**src/rtl/riscv_pkg.sv**
```systemverilog
// Shared RV32I decode definitions: opcode constants, ALU class encodings and
// the control bundle passed from the decoder to the output register.
package riscv_pkg;

    localparam int OP_W = 7;

    localparam logic [OP_W-1:0] OP_RTYPE  = 7'b0110011;
    localparam logic [OP_W-1:0] OP_ITYPE  = 7'b0010011;
    localparam logic [OP_W-1:0] OP_LOAD   = 7'b0000011;
    localparam logic [OP_W-1:0] OP_STORE  = 7'b0100011;
    localparam logic [OP_W-1:0] OP_BRANCH = 7'b1100011;

    typedef enum logic [1:0] {
        ALUOP_ADD = 2'b00,
        ALUOP_SUB = 2'b01,
        ALUOP_R   = 2'b10,
        ALUOP_I   = 2'b11
    } aluop_e;

    typedef struct packed {
        logic   alu_src;
        logic   mem_to_reg;
        logic   reg_write;
        logic   mem_read;
        logic   mem_write;
        logic   branch;
        aluop_e alu_op;
        logic   illegal_op;
    } ctrl_t;

    localparam ctrl_t CTRL_NOP = '{
        alu_src:    1'b0,
        mem_to_reg: 1'b0,
        reg_write:  1'b0,
        mem_read:   1'b0,
        mem_write:  1'b0,
        branch:     1'b0,
        alu_op:     ALUOP_ADD,
        illegal_op: 1'b0
    };

endpackage

```
**src/rtl/control_decode.sv**
```systemverilog
// Purely combinational opcode-to-control decode; unsupported opcodes
// produce an all-zero bundle with only illegal_op set.
module control_decode
    import riscv_pkg::*;
(
    input  logic [OP_W-1:0] op,
    output ctrl_t           ctrl
);

    always_comb begin
        ctrl = CTRL_NOP;
        case (op)
            OP_RTYPE: begin
                ctrl.reg_write = 1'b1;
                ctrl.alu_op    = ALUOP_R;
            end
            OP_ITYPE: begin
                ctrl.alu_src   = 1'b1;
                ctrl.reg_write = 1'b1;
                ctrl.alu_op    = ALUOP_I;
            end
            OP_LOAD: begin
                ctrl.alu_src    = 1'b1;
                ctrl.mem_to_reg = 1'b1;
                ctrl.reg_write  = 1'b1;
                ctrl.mem_read   = 1'b1;
                ctrl.alu_op     = ALUOP_ADD;
            end
            OP_STORE: begin
                ctrl.alu_src   = 1'b1;
                ctrl.mem_write = 1'b1;
                ctrl.alu_op    = ALUOP_ADD;
            end
            OP_BRANCH: begin
                ctrl.branch = 1'b1;
                ctrl.alu_op = ALUOP_SUB;
            end
            default: begin
                ctrl.illegal_op = 1'b1;
            end
        endcase
    end

endmodule

```
**src/rtl/control_unit.sv**
```systemverilog
// Main decoder: registers the combinational decode so every control output
// appears one cycle after its opcode is sampled; async reset clears all.
module control_unit
    import riscv_pkg::*;
(
    input  logic            clk,
    input  logic            rst_n,
    input  logic [OP_W-1:0] op,
    output logic            ALUSrc,
    output logic            MemtoReg,
    output logic            RegWrite,
    output logic            MemRead,
    output logic            MemWrite,
    output logic            Branch,
    output logic [1:0]      ALUOp,
    output logic            illegal_op
);

    ctrl_t ctrl_d;
    ctrl_t ctrl_q;

    control_decode u_decode (
        .op   (op),
        .ctrl (ctrl_d)
    );

    always_ff @(posedge clk or negedge rst_n) begin
        if (!rst_n) begin
            ctrl_q <= CTRL_NOP;
        end else begin
            ctrl_q <= ctrl_d;
        end
    end

    assign ALUSrc     = ctrl_q.alu_src;
    assign MemtoReg   = ctrl_q.mem_to_reg;
    assign RegWrite   = ctrl_q.reg_write;
    assign MemRead    = ctrl_q.mem_read;
    assign MemWrite   = ctrl_q.mem_write;
    assign Branch     = ctrl_q.branch;
    assign ALUOp      = ctrl_q.alu_op;
    assign illegal_op = ctrl_q.illegal_op;

endmodule

```
**config.mk**
```make
export PLATFORM = sky130hd
export DESIGN_NAME = control_unit
export DESIGN_NICKNAME = d
export VERILOG_FILES = /design/src/rtl/riscv_pkg.sv /design/src/rtl/control_decode.sv /design/src/rtl/control_unit.sv
export SDC_FILE = /design/constraint.sdc
export NUM_CORES = 1
export LEC_CHECK = 0
export CAP_MARGIN = 10
export CORE_AREA = 2 2 39 41
export CTS_CLUSTER_DIAMETER = 40
export DETAILED_ROUTE_END_ITERATION = 12
export DIE_AREA = 0 0 41 43
export SLEW_MARGIN = 25
export SYNTH_ARGS = -nofsm -noshare
export SYNTH_HDL_FRONTEND = slang
export SYNTH_SLANG_ARGS = --single-unit
```
**constraint.sdc**
```tcl
create_clock -name clk -period 2.3 [get_ports clk]
set_clock_uncertainty 0.2 [all_clocks]
set_input_delay 0.46 -clock clk [delete_from_list [all_inputs] [get_ports clk]]
set_output_delay 0.46 -clock clk [all_outputs]
set_load 0.005 [all_outputs]
```
==> results of run 1 <==
[kinds of logic (layout without fill, tap and decap cells)]
logic type | count (synthesis) | after routing
AO/OA/AOI/OAI | 3 | 3
buffers and inverters | 4 | 21
AND/OR/NAND/NOR | 9 | 9
flip-flops | 8 | 8
[sequential cells by signal, summed over array words and instances, names as in the netlist]
register / count
Branch: 1
RegWrite: 1
ALUSrc: 1
illegal_op: 1
MemRead: 1
MemWrite: 1
ALUOp: 2
[metrics by stage]
stage / instances / hold slack (ps) / instance area, um2
floorplan: 24 / -35.6 / 318
global placement: 54 / 549 / 485
detailed placement: 54 / 550 / 485
CTS: 57 / 281 / 508
global route: 57 / 311 / 508
finish: 57 / 277 / 508
[synth_stat cells]
master                      n  area (um2)
sky130_fd_sc_hd__o21bai_1   1        7.51
sky130_fd_sc_hd__nand3b_1   1        7.51
sky130_fd_sc_hd__nor3b_1    3        22.5
sky130_fd_sc_hd__clkbuf_1   1        3.75
sky130_fd_sc_hd__a211oi_1   1        7.51
sky130_fd_sc_hd__a21oi_2    1        8.76
sky130_fd_sc_hd__nor2b_1    1        6.26
sky130_fd_sc_hd__nand4bb_1  1        11.3
sky130_fd_sc_hd__buf_4      1        7.51
sky130_fd_sc_hd__nor3_1     1        5.00
sky130_fd_sc_hd__or3b_1     1        8.76
sky130_fd_sc_hd__nor4_1     1        6.26
sky130_fd_sc_hd__buf_6      1        11.3
sky130_fd_sc_hd__dfrtp_1    8         200
sky130_fd_sc_hd__inv_1      1        3.75
[final cells by class]
cell class	instances	area (um2)
fillers	150	876
inverters	1	3.75
clock buffers	3	22.5
flip-flops and latches	8	200
well taps	16	20.0
multi-input cells	12	91.3
repair buffers	17	170
[metal layers]
layer / vias up / routed length, um / share of wire / global-route usage
li1: 117 / - / - / -
met1: 118 / 202 / 0.38 / 0.0867
met2: 16 / 250 / 0.47 / 0.103
met3: 0 / 82 / 0.15 / 0.0628
met4: 0 / 0 / 0 / 0.0800
met5: - / 0 / 0 / 0
[power breakdown]
group          internal (mW)  switching [mW]  leakage, nW
Sequential             0.142        0.000362        0.106
Combinational         0.0181          0.0109       0.0854
Clock                 0.0593          0.0423       0.0138
[worst max path at each step]
stage                                  from            endpoint  slack, ps  depth (start not counted)
after floorplan                       op[6]  ALUOp[0]$_DFF_PN0_        960                          3
after global placement                op[6]  ALUOp[0]$_DFF_PN0_        470                          3
after detailed placement              op[6]  ALUOp[0]$_DFF_PN0_        460                          3
after CTS                 MemRead$_DFF_PN0_            MemtoReg        550                          1
final                     MemRead$_DFF_PN0_            MemtoReg        570                          1
after global routing      MemRead$_DFF_PN0_            MemtoReg        520                          1
[cells in the final DEF (no fill, tap or decap)]
master                            synthesis  final
sky130_fd_sc_hd__nor3_1                   1      1
sky130_fd_sc_hd__inv_1                    1      1
sky130_fd_sc_hd__dfrtp_1                  8      8
sky130_fd_sc_hd__clkdlybuf4s50_1          0     17
sky130_fd_sc_hd__clkbuf_4                 0      3
sky130_fd_sc_hd__o21bai_1                 1      1
sky130_fd_sc_hd__nor3b_1                  3      3
sky130_fd_sc_hd__a211oi_1                 1      1
sky130_fd_sc_hd__a21oi_2                  1      1
sky130_fd_sc_hd__nor2b_1                  1      1
sky130_fd_sc_hd__nand3b_1                 1      1
sky130_fd_sc_hd__or3b_1                   1      1
sky130_fd_sc_hd__nand4bb_1                1      1
sky130_fd_sc_hd__nor4_1                   1      1
==> flow_summary.yaml, run 1 <==
synthesis:
  synth_area_per_cell_um2: 13.2
  yosys-mux-area-fraction: 0
  synth_compound_area_frac: 0.0748
  number_of_distinct_library_cell_variants_in_the_gate_level_netlist_after_synthesis: 15
  yosys_warnings: 0
  synthesis.instances: 24
  synth_simple_gate_area_frac: 0.213
  netlist_area_um2: 318
  dominant_combinational_cell_family_by_area_after_synthesis: "simple AND/OR/NAND/NOR gates"
  synth_sequential_area_ratio: 0.630
  yosys_register_bits: 8
  synthXorXnorAreaFrac: 0
  synth-adder-area-share: 0
  syn_nets: 33
sta:
  setup_slack_ps: 569
  setup_total_negative_slack_ps: 0
  achievable-frequency_mhz: 578
  finalSetupViolations: 0
  rsz0062_at_grt: "false"
  min_period_over_period: 0.753
  slew_headroom: 0.777
  timing_worst_slew_pin_value_ps: 333
  final_hold_viol_count: 0
  final_max_slew_viol_count: 0
  period_minus_slack_ps: 1730
clock_tree:
  max-clock-path-buffers: 2
  ctsRootBufferMaster: "sky130_fd_sc_hd__clkbuf_4"
  cts_hold_repair.buffers: 0
  post_cts.repair.setup_buffers: 0
  clk_transition_reported_paths_ps: 50
  numCtsBuffers: 3
  cts.htree.levels: 1
  postCtsResizedCells: 0
  clock_sink_count: 8
  tritoncts: "done"
setup_path:
  worstSetupPathType: "flip-flop to output pin"
  cp_slowest_cell: "sky130_fd_sc_hd__clkdlybuf4s50_1"
  timing.critical_path.required_ps: 1640
  setup.worst_path.start_class: "flip-flop"
  critical_path_buf_inv_count: 1
  chain_of_cells_forming_the_critical_path: "clkdlybuf4s50_1"
  signal_arrival_time_at_the_worst_endpoint_ps: 1070
  timing.critical_path.fanout_max: 2
  cpLargestDelayFamily: "buffers and inverters"
  critical_path.endpoint_type: "output pin"
  slowest_delay_ps: 490
status:
  run_status: "finished, final reports clean"
power:
  irDropWorstVdd_uv: 183
  power.static_leakage_nw: 0.206
  power_mw: 0.274
  p_per_area_nw_per_um2: 538
global_routing:
  grt_pass1_wl_um: 903
  gr-total-overflow: 0
  grt_antenna_before_repair: 0
  first_global_vias: 227
  grt_util_all_layers: 0.0843
  maximum_number_of_pins_on_one_net_before_global_route_repair: 9
final_layout:
  fin_util: 0.367
  antenna-diode-count: 0
  final_layout_size_suffix_gt1_frac: 0.0976
  finish.net_count: 52
  synthToLayoutAreaGrowth_pct: 59.8
worst_hold_path:
  min-delay-path-class: "primary input to asynchronous set/reset pin"
routing:
  vias: 251
  routed_wl_um: 534
  drc_errors: 0
  drt_first_iter_violations: 3
  length_of_the_first_detailed_routing_pass_in_iterations: 4
  wl_per_cell_um: 9.37
  ant_nets: 0
  via_per_inst: 4.40
place:
  post-place-ws_ps: 460
  finalWeightedCongestion: 0.651
  portBuffers: 17
die:
  horizontal_extent_of_the_die_um: 41
  coreArea_um2: 1380
  die_area_um2: 1760
  placementRows: 14
  floorplan.initialDensity: 0.230
  die-height_um: 43
  floorplan.io_pins: 18
run:
  timing.max_cap.violations: 0
Note: power is estimated with default switching activity, not from simulation.
==> inputs of run 2 (changes only) <==
==> constraint.sdc (replaced) <==
create_clock -name clk -period 1.8 [get_ports clk]
set_clock_uncertainty 0.2 [all_clocks]
set_input_delay 0.36 -clock clk [delete_from_list [all_inputs] [get_ports clk]]
set_output_delay 0.36 -clock clk [all_outputs]
set_load 0.005 [all_outputs]
==> run 2 against run 1 <==
  * Worst hold slack worse by 100 ps
  * Power is 29% higher
  * Final area is 3.0% higher
  * Count of clock-buffer cells in the layout stayed put
  * First-iteration DRC count is 100% lower
  * Worst setup slack worse by 400 ps
  * Via count is 2.4% lower
  * Critical path type unchanged
  * Critical endpoint is now MemRead
==> flow_summary.yaml, run 2 (synthesis results as in run 1) <==
status:
  run_status: "finished, final reports clean"
routing:
  via_per_inst: 4.15
  wl_per_cell_um: 9.00
  length_of_the_first_detailed_routing_pass_in_iterations: 1
  drc_errors: 0
  ant_nets: 0
  routed_wl_um: 531
  vias: 245
  drt_first_iter_violations: 0
setup_path:
  signal_arrival_time_at_the_worst_endpoint_ps: 1070
  setup.worst_path.start_class: "flip-flop"
  cp_slowest_cell: "sky130_fd_sc_hd__clkdlybuf4s50_1"
  cpLargestDelayFamily: "buffers and inverters"
  critical_path_buf_inv_count: 1
  timing.critical_path.fanout_max: 2
  critical_path.endpoint_type: "output pin"
  worstSetupPathType: "flip-flop to output pin"
  chain_of_cells_forming_the_critical_path: "clkdlybuf4s50_1"
  timing.critical_path.required_ps: 1240
  slowest_delay_ps: 500
  crit_start: "MemRead$_DFF_PN0_"
die:
  coreArea_um2: 1380
  die-height_um: 43
  die_area_um2: 1760
  floorplan.io_pins: 18
  floorplan.initialDensity: 0.230
  placementRows: 14
  horizontal_extent_of_the_die_um: 41
sta:
  achievable-frequency_mhz: 614
  min_period_over_period: 0.905
  finalSetupViolations: 0
  final_hold_viol_count: 0
  rsz0062_at_grt: "false"
  period_minus_slack_ps: 1630
  final_max_slew_viol_count: 0
  slew_headroom: 0.780
  setup_slack_ps: 172
  setup_total_negative_slack_ps: 0
  worst_hold_slack_ps: 176
  timing_worst_slew_pin_value_ps: 329
power:
  irDropWorstVdd_uv: 212
  p_sw_mw: 0.0683
  power.share.clock: 0.367
  sw_frac_of_total: 0.194
  seq_power_share: 0.519
  p_per_area_nw_per_um2: 673
  power.static_leakage_nw: 0.215
  power_report.internal_total_mw: 0.284
  p_comb_frac: 0.115
clock_tree:
  post_cts.repair.setup_buffers: 0
  max-clock-path-buffers: 2
  numCtsBuffers: 3
  clock_sink_count: 8
  ctsRootBufferMaster: "sky130_fd_sc_hd__clkbuf_4"
  postCtsResizedCells: 0
  tritoncts: "done"
  clk_transition_reported_paths_ps: 50
  cts_hold_repair.buffers: 0
  cts.htree.levels: 1
final_layout:
  synthToLayoutAreaGrowth_pct: 64.6
  finish.net_count: 54
  flip_flop_count_of_the_largest_register_all_copies_and_words_added: 2
  antenna-diode-count: 0
  post-route-cell-area_um2: 523
  layout.cells.most_common: "sky130_fd_sc_hd__clkdlybuf4s50_1"
  mostFrequentLayoutCells: "sky130_fd_sc_hd__clkdlybuf4s50_1, sky130_fd_sc_hd__dfrtp_1, sky130_fd_sc_hd__nor3b_1, sky130_fd_sc_hd__clkbuf_4, sky130_fd_sc_hd__buf_4"
  final_layout_size_suffix_gt1_frac: 0.140
place:
  placedInstanceArea_um2: 500
  dp_hpwl_um: 443
  portBuffers: 17
  post-place-ws_ps: 10.4
  finalWeightedCongestion: 0.673
global_routing:
  grt_pass1_wl_um: 1040
  grt_antenna_before_repair: 0
  grt_util_all_layers: 0.0903
  gr-total-overflow: 0
  maximum_number_of_pins_on_one_net_before_global_route_repair: 9
  first_global_vias: 269
run:
  timing.max_cap.violations: 0
worst_hold_path:
  min-delay-path-class: "primary input to asynchronous set/reset pin"
-- run 2: cell count changes in the layout (fill, tap and decap cells not counted), sizes merged --
cell	change
buf	+2
-- run 2: cell type report --
type / count / area [um2]
Sequential cell: 8 / 200
Timing Repair Buffer: 19 / 185
Multi-Input combinational cell: 12 / 91.3
Fill cell: 141 / 861
Tap cell: 16 / 20.0
Clock buffer: 3 / 22.5
Inverter: 1 / 3.75
-- run 2: through the flow --
stage / std cells / util / power [mW]
floorplan: 24 / - / 0.198
global placement: 56 / 0.362 / 0.226
detailed placement: 56 / 0.362 / 0.226
CTS: 59 / 0.378 / 0.355
global route: 59 / 0.378 / 0.375
finish: 59 / 0.378 / 0.352
-- run 2: per-layer routing --
metal,vias to the layer above,GRT usage,part of all wire
met5,-,0,0
met1,107,0.0997,0.38
met3,0,0.0471,0.16
met4,0,0.0600,0
li1,120,-,-
met2,18,0.128,0.46
-- run 2: power by group through the flow --
| stage | combinational, mW | clock [mW] | sequential (mW) |
|---|---|---|---|
| 2_1_floorplan | 0.0124 | 0 | 0.186 |
| 3_3_place_gp | 0.0405 | 0 | 0.185 |
| 3_5_place_dp | 0.0408 | 0 | 0.185 |
| 4_1_cts | 0.0409 | 0.132 | 0.183 |
| 5_1_grt | 0.0456 | 0.147 | 0.182 |
| 6_report | 0.0404 | 0.129 | 0.182 |
-- run 2: path summary, 6_finish.rpt --
path	slack (ps)	cells after the start	to
worst max-delay path	170	1	MemRead
worst min-delay path	180	1	Branch$_DFF_PN0_
max in group asynchronous	970	1	MemWrite$_DFF_PN0_
min in group clk	580	2	MemRead$_DFF_PN0_
